**config.mk**
```make
export PLATFORM = sky130hd
export DESIGN_NAME = multdiv_ctrl
export DESIGN_NICKNAME = d
export VERILOG_FILES = /design/src/rtl/multdiv_ctrl.sv
export SDC_FILE = /design/constraint.sdc
export NUM_CORES = 1
export LEC_CHECK = 0
export CAP_MARGIN = 20
export CORE_MARGIN = 2
export CORE_UTILIZATION = 43
export CTS_CLUSTER_SIZE = 16
export DETAILED_ROUTE_END_ITERATION = 7
export GPL_TIMING_DRIVEN = 0
export PLACE_DENSITY = 0.83
export SLEW_MARGIN = 30
export SYNTH_ARGS = -nofsm -noshare
export SYNTH_HDL_FRONTEND = slang
export SYNTH_SLANG_ARGS = --single-unit
```
**constraint.sdc**
```tcl
create_clock -name clock -period 5.3 [get_ports clock]
set_input_delay 1.06 -clock clock [delete_from_list [all_inputs] [get_ports clock]]
set_output_delay 1.06 -clock clock [all_outputs]
set_load 0.005 [all_outputs]
```
**src/rtl/multdiv_ctrl.sv**
```systemverilog
// multdiv_ctrl: sequencing controller for the shared multi-cycle MUL/DIV unit.
// Detects R-type MUL/DIV in D/X, launches the unit with a one-cycle start
// pulse, stalls the front of the pipe until the result (or watchdog) arrives,
// then issues a single-cycle writeback. Exceptions and timeouts are written to
// the status register $r30 instead of rd.
module multdiv_ctrl #(
  parameter int MAX_CYCLES = 40,
  parameter int MUL_STATUS = 4,
  parameter int DIV_STATUS = 5
) (
  input  logic        clock,
  input  logic        reset_n,
  input  logic [31:0] DXIR,
  input  logic [31:0] dx_a,
  input  logic [31:0] dx_b,
  input  logic        flush,
  input  logic        md_resultRDY,
  input  logic [31:0] md_result,
  input  logic        md_exception,
  output logic        md_mult,
  output logic        md_div,
  output logic [31:0] md_a,
  output logic [31:0] md_b,
  output logic        stall,
  output logic        busy,
  output logic        wb_valid,
  output logic [4:0]  wb_rd,
  output logic [31:0] wb_data
);

  localparam int            CW         = $clog2(MAX_CYCLES + 1);
  localparam logic [CW-1:0] CNT_LAST   = CW'(MAX_CYCLES - 1);
  localparam logic [4:0]    STATUS_REG = 5'd30;

  typedef enum logic [1:0] {IDLE, BUSY, DONE, DRAIN} state_t;

  state_t        state, state_nxt;
  logic [CW-1:0] cnt;
  logic [4:0]    rd_q;
  logic          mul_q;

  logic [4:0]  alu_op;
  logic        is_md, launch, first, rdy, expired, exc;
  logic [31:0] status;
  logic        unused_dxir;

  assign alu_op  = DXIR[6:2];
  assign is_md   = (DXIR[31:27] == 5'd0) && ((alu_op == 5'd6) || (alu_op == 5'd7));
  assign launch  = is_md && !flush;
  // The start pulse marks the first BUSY cycle; a ready seen there is stale.
  assign first   = md_mult | md_div;
  assign rdy     = md_resultRDY && !first;
  assign expired = (cnt >= CNT_LAST);
  // A timeout is reported exactly like a unit exception.
  assign exc     = rdy ? md_exception : 1'b1;
  assign status  = mul_q ? 32'(MUL_STATUS) : 32'(DIV_STATUS);
  assign unused_dxir = ^{DXIR[21:7], DXIR[1:0]};

  // State register.
  always_ff @(posedge clock or negedge reset_n) begin
    if (!reset_n) state <= IDLE;
    else          state <= state_nxt;
  end

  // Next-state logic; a flush in BUSY wins over completion and watchdog.
  always_comb begin
    state_nxt = state;
    case (state)
      IDLE:    if (launch) state_nxt = BUSY;
      BUSY: begin
        if (flush)                state_nxt = rdy ? IDLE : DRAIN;
        else if (rdy || expired)  state_nxt = DONE;
      end
      DONE:    state_nxt = IDLE;
      DRAIN:   if (md_resultRDY || expired) state_nxt = IDLE;
      default: state_nxt = IDLE;
    endcase
  end

  // Pipeline control outputs; stall stays low while reset is asserted.
  always_comb begin
    busy  = (state != IDLE);
    stall = 1'b0;
    if (reset_n) begin
      case (state)
        IDLE:    stall = launch;
        BUSY:    stall = 1'b1;
        DRAIN:   stall = launch;
        default: stall = 1'b0;
      endcase
    end
  end

  // Operand latch, start pulses, watchdog counter and registered writeback.
  always_ff @(posedge clock or negedge reset_n) begin
    if (!reset_n) begin
      md_mult  <= 1'b0;
      md_div   <= 1'b0;
      md_a     <= '0;
      md_b     <= '0;
      rd_q     <= '0;
      mul_q    <= 1'b0;
      cnt      <= '0;
      wb_valid <= 1'b0;
      wb_rd    <= '0;
      wb_data  <= '0;
    end else begin
      md_mult  <= 1'b0;
      md_div   <= 1'b0;
      wb_valid <= 1'b0;
      wb_rd    <= '0;
      wb_data  <= '0;
      if (state == IDLE && launch) begin
        md_a    <= dx_a;
        md_b    <= dx_b;
        rd_q    <= DXIR[26:22];
        mul_q   <= (alu_op == 5'd6);
        md_mult <= (alu_op == 5'd6);
        md_div  <= (alu_op == 5'd7);
        cnt     <= '0;
      end else if (state == BUSY || state == DRAIN) begin
        cnt <= cnt + CW'(1);
      end else begin
        cnt <= '0;
      end
      if (state == BUSY && state_nxt == DONE) begin
        wb_valid <= exc || (rd_q != 5'd0);
        wb_rd    <= exc ? STATUS_REG : rd_q;
        wb_data  <= exc ? status : md_result;
      end
    end
  end

endmodule

```
==> reports/qor.json <==
{
  "synthesis.area": {"value": 0.00470, "unit": "mm²"},
  "initial_utilization": {"value": 43.7, "unit": "%"},
  "postCtsResizedCells": {"value": 0},
  "crit_path_start_kind": {"value": "input port"},
  "rsz_0062_raised_after_global_routing": {"value": "no"},
  "relSlewSlack": {"value": 70.5, "unit": "%"},
  "hold-worst-slack": {"value": 413, "unit": "ps"},
  "placement.cell_area": {"value": 0.00712, "unit": "mm²"},
  "criticalPathCategory": {"value": "input port to primary output"},
  "gp_routability_congestion": {"value": 0.816},
  "buffer_ports.inserted": {"value": 221},
  "core_region_area": {"value": 0.0107, "unit": "mm²"},
  "drt-pass1-iter-count": {"value": 4},
  "synth_largest_area_cell": {"value": "dfrtp_1"},
  "timing.critical_path.slowest_stage_cell": {"value": "clkdlybuf4s50_1"},
  "critPathCaptureType": {"value": "primary output"},
  "post_cts_setup_buffer_count": {"value": 0},
  "clock-root-buffer": {"value": "clkbuf_8"},
  "grt_use_total": {"value": 21.5, "unit": "%"},
  "required": {"value": 4240, "unit": "ps"},
  "register_area": {"value": 0.00295, "unit": "mm²"},
  "synth.area.top_cells": {"value": "dfrtp_1 63%, mux2_2 17%, nand3_1 3.5%"},
  "instances_no_fill": {"value": 736},
  "place.detailed.hpwl": {"value": 8.98, "unit": "mm"},
  "avgSynthCellArea": {"value": 13.7, "unit": "µm²"},
  "starting_drc_count_in_detailed_routing": {"value": 185},
  "p_leak": {"value": 3.45, "unit": "nW"},
  "layout_min_cycle_time": {"value": 4020, "unit": "ps"},
  "synth-edff-count": {"value": 0},
  "first_pass_grt_wire_length": {"value": 19.1, "unit": "mm"},
  "finish.net_count": {"value": 722},
  "global_route.overflow_total": {"value": 0},
  "via_per_inst": {"value": 4.90},
  "power-per-cell-area": {"value": 318, "unit": "mW/mm²"},
  "area_growth": {"value": 64.1, "unit": "%"},
  "timing.critical_path.cells": {"value": "clkdlybuf4s50_1 -> nor4_1 -> and4b_2 -> a21oi_1 -> nor3b_1 -> clkdlybuf4s50_1"},
  "timing_max_transition_violations_final": {"value": 0},
  "ys_top_cells_by_count": {"value": "118 x dfrtp_1, 69 x mux2_2, 33 x nand3_1, 29 x nor3_1"},
  "yosys_warnings": {"value": 0},
  "total_wirelength": {"value": 12.2, "unit": "mm"},
  "outcome": {"value": "complete, no violations"},
  "min_path_type": {"value": "input port to async pin"},
  "synth.lib_cells_used.distinct": {"value": 34},
  "grt_pass1_vias": {"value": 3799},
  "post-synth-top-count-cell": {"value": "dfrtp_1"},
  "antenna_cells_inserted": {"value": 0},
  "cts.htree.levels": {"value": 4},
  "worst-path-max-fanout": {"value": 5},
  "clkLatencyLatePin": {"value": 510, "unit": "ps"},
  "grt_max_degree": {"value": 80},
  "die_w": {"value": 109, "unit": "µm"},
  "postRouteAntennaNets": {"value": 0},
  "max_rail_drop_vdd": {"value": 206, "unit": "µV"},
  "synth_seq_area_share": {"value": 62.8, "unit": "%"},
  "timing_worst_slew_pin_value": {"value": 442, "unit": "ps"},
  "die_height": {"value": 109, "unit": "µm"},
  "yosysTopAreaCellShare": {"value": 62.8, "unit": "%"},
  "maxClockFrequency": {"value": 249, "unit": "MHz"},
  "drc_errors": {"value": 0},
  "design.die.area": {"value": 0.0118, "unit": "mm²"},
  "critical_path.most_common_cell": {"value": "clkdlybuf4s50_1"},
  "io-pin-count": {"value": 239},
  "finalSetupViolCount": {"value": 0},
  "route.detailed.wl_per_inst": {"value": 16.6, "unit": "µm"},
  "synthFlopType": {"value": "dfrtp_1"},
  "timing.clock.skew": {"value": 9.01, "unit": "ps"},
  "total_via_count_in_the_routed_design": {"value": 3610},
  "fillerInstances": {"value": 744},
  "pre_cts_ws": {"value": 1260, "unit": "ps"},
  "ys_seq_elements": {"value": 118},
  "report.power.total": {"value": 2.45, "unit": "mW"},
  "ys_async_sr_fraction": {"value": 100, "unit": "%"},
  "cts_made_buffers": {"value": 17},
  "ctsLongestPathBuffers": {"value": 2},
  "rows": {"value": 38},
  "multiInputGateArea": {"value": 0.00155, "unit": "mm²"},
  "syn-num-nets": {"value": 481},
  "cts.clk_slew.worst_paths": {"value": 60, "unit": "ps"},
  "grt_antenna_before_repair": {"value": 0},
  "clock_sinks": {"value": 118},
  "timing.final.ws_setup": {"value": 1280, "unit": "ps"},
  "layout-drive-gt1-share": {"value": 22.8, "unit": "%"},
  "cts_tree": {"value": "built"},
  "report.final.hold_viol_count": {"value": 0},
  "critical_path.max_stage_delay": {"value": 540, "unit": "ps"},
  "crit_arrival": {"value": 2960, "unit": "ps"},
  "hold_buffers": {"value": 0},
  "post_synth_inst_count": {"value": 342},
  "cap_viol_max_count": {"value": 0},
  "finish.instance_area": {"value": 0.00771, "unit": "mm²"},
  "timing.final.crit_share": {"value": 75.9, "unit": "%"},
  "place.detailed.instances": {"value": 704}
}
==> metrics by stage <==
| step | utilization, % | setup TNS, ps |
|---|---|---|
| after detailed placement | 66.3 | 0 |
| after CTS | 71.8 | 0 |
| final | 71.8 | 0 |
| after global placement | 66.0 | -143600 |
| after floorplan | - | 0 |
| after global routing | 71.8 | 0 |
==> layout make-up <==
cell class	instances	share of cell area (%)
plain buffers	23	2.14
repair buffers	222	29.1
clock buffers	21	6.08
multi-input cells	193	20.1
flip-flops and latches	118	38.3
well taps	140	2.27
inverters	8	0.389
clock inverters	11	1.59
==> cell families (layout without fill, tap and decap cells) <==
logic type | count (synthesis) | count (layout) | synth area share, %
adder cells (fa/ha/maj) | 6 | 6 | 1.60
flip-flops | 118 | 118 | 62.8
AND/OR/NAND/NOR | 95 | 95 | 11.5
buffers and inverters | 31 | 285 | 4.15
AO/OA/AOI/OAI | 19 | 19 | 2.66
XOR/XNOR | 4 | 4 | 0.746
multiplexers | 69 | 69 | 16.5
==> placed cells by master, fill, tap and decap left out, types with 4 or more instances in the layout <==
| cell type | netlist | final |
|---|---|---|
| buf_2 | 6 | 6 |
| buf_4 | 5 | 5 |
| buf_6 | 7 | 7 |
| clkbuf_1 | 5 | 5 |
| clkbuf_16 | 0 | 16 |
| clkbuf_8 | 0 | 5 |
| clkdlybuf4s50_1 | 0 | 220 |
| clkinvlp_4 | 0 | 4 |
| dfrtp_1 | 118 | 118 |
| ha_1 | 6 | 6 |
| inv_1 | 8 | 8 |
| mux2_2 | 69 | 69 |
| nand3_1 | 33 | 33 |
| nor2_1 | 9 | 9 |
| nor3_1 | 29 | 29 |
| nor3_2 | 9 | 9 |
| o21ai_0 | 6 | 6 |
==> path summary, 6_finish.rpt <==
| path | from | to | slack (ps) | cells after the start |
|---|---|---|---|---|
| hold / removal | reset_n | md_b[24]$_DFFE_PN0P_ | 410 | 1 |
| setup reg to reg | cnt[0]$_DFF_PN0_ | wb_data[24]$_DFF_PN0_ | 3140 | 8 |
| max in group asynchronous | reset_n | md_a[5]$_DFFE_PN0P_ | 4210 | 2 |
| hold reg to reg | cnt[0]$_DFF_PN0_ | cnt[0]$_DFF_PN0_ | 480 | 1 |
| setup / recovery | DXIR[27] | stall | 1280 | 6 |
| min in group clock | cnt[0]$_DFF_PN0_ | cnt[0]$_DFF_PN0_ | 480 | 1 |
==> sequential cells by signal, summed over array words and instances, names as in the netlist, 2 cells and up <==
signal and cells:
md_a 32, rd_q 5, wb_rd 5, wb_data 32
cnt 6, md_b 32, state 2
==> report_power, final <==
part / switching [mW] / internal, mW / total [mW]
Clock: 0.402 / 0.717 / 1.12
Combinational: 0.192 / 0.192 / 0.384
Sequential: 0.0199 / 0.929 / 0.949
Total: 0.614 / 1.84 / 2.45
==> worst max-delay path, delay by kind of cell <==
family | cells | cell delay (ps)
compound gates | 1 | 90
buf+inv | 2 | 950
simple gates | 3 | 850
==> layer usage <==
layer / vias to the layer above / wire length [µm] / GRT usage [%]
li1: 1689 / - / -
met1: 1748 / 4590 / 24.1
met2: 153 / 6250 / 36.6
met3: 20 / 1100 / 8.44
met4: 0 / 249 / 8.79
met5: - / 0 / 0
Power figures use the tool's default switching activity.
